--- src/rtl/alu_arbiter.sv ---
// Two-requester arbiter sharing one external ALU: IDLE grants, EXEC drives the ALU, RESP holds the result.
// Define ALU_ARB_ROUND_ROBIN_EN for round-robin grants; the default build is fixed priority (requester 0 wins).
module alu_arbiter #(
    parameter int unsigned WIDTH = 32
) (
    input  logic             clk,
    input  logic             rst_n,
    input  logic             req0_valid,
    output logic             req0_ready,
    input  logic [WIDTH-1:0] req0_a,
    input  logic [WIDTH-1:0] req0_b,
    input  logic [2:0]       req0_op,
    input  logic             req1_valid,
    output logic             req1_ready,
    input  logic [WIDTH-1:0] req1_a,
    input  logic [WIDTH-1:0] req1_b,
    input  logic [2:0]       req1_op,
    output logic [WIDTH-1:0] alu_in1,
    output logic [WIDTH-1:0] alu_in2,
    output logic [2:0]       alu_sl,
    input  logic [WIDTH-1:0] alu_out,
    input  logic             alu_zero,
    input  logic             alu_sign,
    output logic             rsp_valid,
    input  logic             rsp_ready,
    output logic             rsp_id,
    output logic [WIDTH-1:0] rsp_data,
    output logic             rsp_zero,
    output logic             rsp_sign,
    output logic [15:0]      ops_done
);

    typedef enum logic [1:0] {
        IDLE = 2'd0,
        EXEC = 2'd1,
        RESP = 2'd2
    } state_t;

    state_t state;
    logic   id_q;
    logic   grant0;
    logic   grant1;

`ifdef ALU_ARB_ROUND_ROBIN_EN
    logic last_q;

    // On a tie, grant the requester that was not granted last.
    always_comb begin
        grant0 = req0_valid & (~req1_valid | last_q);
        grant1 = req1_valid & (~req0_valid | ~last_q);
    end
`else
    always_comb begin
        grant0 = req0_valid;
        grant1 = req1_valid & ~req0_valid;
    end
`endif

    assign req0_ready = rst_n & (state == IDLE) & grant0;
    assign req1_ready = rst_n & (state == IDLE) & grant1;

    // ALU operand registers double as the latched request; they are cleared whenever EXEC is left.
    always_ff @(posedge clk) begin
        if (!rst_n) begin
            state     <= IDLE;
            id_q      <= 1'b0;
            alu_in1   <= '0;
            alu_in2   <= '0;
            alu_sl    <= 3'd0;
            rsp_valid <= 1'b0;
            rsp_id    <= 1'b0;
            rsp_data  <= '0;
            rsp_zero  <= 1'b0;
            rsp_sign  <= 1'b0;
            ops_done  <= 16'd0;
`ifdef ALU_ARB_ROUND_ROBIN_EN
            last_q    <= 1'b1;
`endif
        end else begin
            case (state)
                IDLE: begin
                    if (grant0 || grant1) begin
                        alu_in1 <= grant1 ? req1_a  : req0_a;
                        alu_in2 <= grant1 ? req1_b  : req0_b;
                        alu_sl  <= grant1 ? req1_op : req0_op;
                        id_q    <= grant1;
`ifdef ALU_ARB_ROUND_ROBIN_EN
                        last_q  <= grant1;
`endif
                        state   <= EXEC;
                    end
                end
                EXEC: begin
                    rsp_data  <= alu_out;
                    rsp_zero  <= alu_zero;
                    rsp_sign  <= alu_sign;
                    rsp_id    <= id_q;
                    rsp_valid <= 1'b1;
                    alu_in1   <= '0;
                    alu_in2   <= '0;
                    alu_sl    <= 3'd0;
                    state     <= RESP;
                end
                RESP: begin
                    if (rsp_ready) begin
                        rsp_valid <= 1'b0;
                        ops_done  <= ops_done + 16'd1;
                        state     <= IDLE;
                    end
                end
                default: state <= IDLE;
            endcase
        end
    end

endmodule

--- config.mk ---
export PLATFORM = sky130hd
export DESIGN_NAME = alu_arbiter
export DESIGN_NICKNAME = d
export VERILOG_FILES = /design/src/rtl/alu_arbiter.sv
export SDC_FILE = /design/constraint.sdc
export NUM_CORES = 1
export LEC_CHECK = 0
export CORE_AREA = 5 5 111 113
export DETAILED_ROUTE_END_ITERATION = 7
export DIE_AREA = 0 0 116 118
export DONT_BUFFER_PORTS = 1
export MAX_ROUTING_LAYER = met4
export PLACE_DENSITY = 0.59
export SLEW_MARGIN = 25
export SYNTH_ARGS = -nofsm -noshare
export SYNTH_HDL_FRONTEND = slang
export SYNTH_SLANG_ARGS = --single-unit
--- constraint.sdc ---
create_clock -name clk -period 2.1 [get_ports clk]
set_clock_uncertainty 0.15 [all_clocks]
set_input_delay 0.42 -clock clk [delete_from_list [all_inputs] [get_ports clk]]
set_output_delay 0.42 -clock clk [all_outputs]
set_load 0.02 [all_outputs]
==> impl_metrics.py <==
metrics = {
    "run_status": {
        "status": "finished, final reports clean",
    },
    "worst_hold_path": {
        "min_to": "rsp_data[31]",
        "hold_path_class": "primary input to flip-flop",
        "min_from": "alu_out[31]",
        "min_path_cells": 2,
    },
    "final_layout": {
        "antenna_cells": 0,
        "drive_gt1_share_pct": 11.30,
        "nNetsFinal": 754,
        "area_delta_synth_final_pct": 20.70,
        "utilization_pct": 53.31,
    },
    "synth": {
        "ys_seq_elements": 122,
        "ys_warn_count": 0,
        "syn_inst": 568,
        "synth_area_leaders": "dfxtp_1, a22o_1, a22oi_1",
        "seq_area_frac_synth_pct": 49.27,
        "synth_top_area_share_pct": 49.27,
        "synth_top_area_cell": "dfxtp_1",
        "synth.avg_cell_area_um2": 8.728,
        "synth.distinct_cells": 37,
        "syn_area_um2": 4957,
        "syn_nets": 742,
    },
    "drt": {
        "drt_iter0_drc": 221,
        "drt_wl_total_um": 14400,
        "via_count": 4277,
        "avgRoutedWirePerCell_um": 19.56,
        "drc": 0,
        "viasPerCell": 5.811,
        "ant_nets": 0,
        "drt_pass1_iterations": 4,
    },
    "critical_path": {
        "critical_path_required_ns": 1.53,
        "r2r_setup_slack_ns": 0.28,
        "crit_slowest_cell": "dfxtp_1",
        "reg2reg_to": "ops_done[13]",
        "crit_start": "state[1]",
        "crit_chain": "nor2_4 > and3_1",
        "crit_family": "simple AND/OR/NAND/NOR gates",
        "worst-path-buf-inv": 0,
        "crit_path_start_kind": "flip-flop",
        "rr_worst_depth": 4,
        "critical_path_class": "flip-flop to output port",
        "worstPathArrival_ns": 1.28,
        "cp_max_fo": 8,
        "critPathMaxStageDelay_ns": 0.40,
        "endpoint_kind": "output port",
        "r2r-start": "ops_done[12]",
    },
    "global_route": {
        "grt_usage_pct": 20.68,
        "grt_util_met1_pct": 22.24,
        "grt.overflow.total": 0,
        "grt_use_met2_pct": 34.75,
        "busiest_layer": "met2",
        "use_met3_pct": 8.072,
        "antenna_found_initial": 0,
        "grt_pass1_vias": 4241,
        "grt_pass1_wl_um": 22010,
        "grt_max_degree": 86,
    },
    "timing": {
        "slew_viol_final": 0,
        "period_share_pct": 88.06,
        "tns_ns": 0,
        "rsz0062_at_grt": "false",
        "tightest_slew_ns": 0.4414,
        "timing.fmax_ghz": 0.5407,
        "min_period_ns": 1.849,
        "hold_viol_final": 0,
        "slew_headroom_pct": 70.57,
        "setup_viol": 0,
    },
    "floorplan": {
        "ioPinCount": 294,
        "core_um2": 11220,
        "die_x_um": 116,
        "die-area_um2": 13690,
        "rows": 39,
        "die_h_um": 118,
        "initial_core_util_pct": 44.17,
    },
    "power": {
        "p_comb_share_pct": 9.6,
        "power_switching_uw": 1692,
        "cellInternalPower_uw": 4547,
        "leakage_uw": 0.002335,
        "peakVddDrop_uv": 482.9,
        "powerDensity_nw_per_um2": 1043,
        "p_sw_share_pct": 27.12,
        "pwr-share-seq_pct": 44.3,
        "p_clk_share_pct": 46.2,
    },
    "clocking": {
        "cts_sinks": 122,
        "numCtsBuffers": 17,
        "post_cts_buffers": 0,
        "ctsResizeCount": 0,
        "cts_tree": "built",
        "clock_latency_ns": 0.40,
        "htree_levels": 4,
        "clockBufferDepth": 2,
        "cts_root_buffer": "clkbuf_16",
        "path_clk_slew_ns": 0.05,
    },
    "job": {
        "timing.max_cap.violations": 0,
    },
    "placed_design": {
        "gp_congestion": 0.7907,
        "dp_hpwl_um": 10110,
        "io_buffers": 0,
    },
}
-- cell usage after synthesis (all sizes together) --
| library cell | instances |
|---|---|
| and4b | 1 |
| xor2 | 4 |
| nand4 | 4 |
| o211a | 1 |
| nor2 | 79 |
| and3 | 3 |
| dfxtp | 122 |
| nor4 | 2 |
| or2 | 2 |
| a211oi | 1 |
| nor3 | 4 |
| inv | 4 |
| o21ai | 4 |
| nand3b | 2 |
| or4 | 2 |
| a21oi | 42 |
| nand2 | 78 |
| a22o | 67 |
| ha | 1 |
| xnor2 | 5 |
| nor2b | 2 |
| nand2b | 3 |
| o31ai | 1 |
| buf | 10 |
| a22oi | 67 |
| or3 | 3 |
| mux2i | 3 |
| nand3 | 4 |
| and4 | 1 |
| clkbuf | 46 |
-- flip-flops by register name, indices dropped and copies added, names as in the netlist, 2 cells and up --
name and count:
state 2, ops_done 16, alu_sl 3, alu_in2 32
alu_in1 32, rsp_data 32
-- placed cells by master, fill, tap and decap left out, types with 3 or more instances in the layout --
cell           count
dfxtp_1          122
nor2_1            78
nand2_1           78
a22o_1            67
a22oi_1           67
a21oi_1           42
dlygate4sd3_1     25
buf_4             22
clkbuf_16         17
xnor2_1            5
clkinv_2           4
nor3_1             4
nand3_1            4
o21ai_0            4
xor2_1             4
nand2b_1           3
inv_1              3
nand4_1            3
mux2i_1            3
clkinv_4           3
inv_6              3
-- per-stage QoR --
stage                     worst slack (ns)  cells  total power [uW]  instance area, um2  hold slack (ns)
after floorplan                     0.1068    568              3241                4959           0.2816
after global placement              0.3146    679              3358                5137           0.2969
after detailed placement            0.2928    679              3379                5137           0.3030
after CTS                           0.2251    736              6307                5983        0.0004842
after global routing                0.1562    736              6517                5983         0.003475
final                               0.2507    736              6240                5983          0.01480
-- power by group through the flow --
stage	Combinational, uW	Sequential, uW	Clock [uW]
2_1_floorplan	482	2760	0
3_3_place_gp	544	2810	0
3_5_place_dp	564	2820	0
4_1_cts	603	2770	2940
5_1_grt	670	2780	3070
6_report	596	2760	2880
-- worst max-delay path by stage --
stage | slack [ns] | cells past startpoint | to
3_5_place_dp | 0.29 | 4 | ops_done[13]
4_1_cts | 0.23 | 2 | req1_ready
5_1_grt | 0.16 | 4 | ops_done[15]
2_1_floorplan | 0.11 | 6 | req1_ready
3_3_place_gp | 0.31 | 4 | ops_done[13]
6_report | 0.25 | 2 | req1_ready
-- cell type report --
cell class	count	area, um2
timing repair buffer	49	455.4
tap	143	178.9
clock inverter	13	142.6
sequential	122	2442
clock buffer	19	452.9
inverter	4	16.27
multi-input combinational	386	2295
fill	1061	5240
-- cells by family (layout without fill, tap and decap cells) --
| family | after synthesis | in the layout | share of synthesized area, % |
|---|---|---|---|
| AO/OA/AOI/OAI | 183 | 183 | 27.13 |
| XOR/XNOR | 9 | 9 | 1.590 |
| multiplexers | 3 | 3 | 0.6058 |
| flip-flops | 122 | 122 | 49.27 |
| adder cells (fa/ha/maj) | 1 | 1 | 0.2524 |
| AND/OR/NAND/NOR | 190 | 190 | 16.36 |
| buffers and inverters | 60 | 85 | 4.795 |
-- layer usage --
layer	part of all wire, %	up-vias	wire length [um]
met3	9.2	21	1331
met4	1.8	0	255
met1	37	2015	5395
met5	0	-	0
li1	-	2050	-
met2	51	191	7412
-- timing repair --
item                                    4_1_cts  5_1_grt
endpoints found under the setup margin        0        0
hold endpoints to repair                     25        0
hold buffers                                 25        0
(Power assumes the default switching activity.)
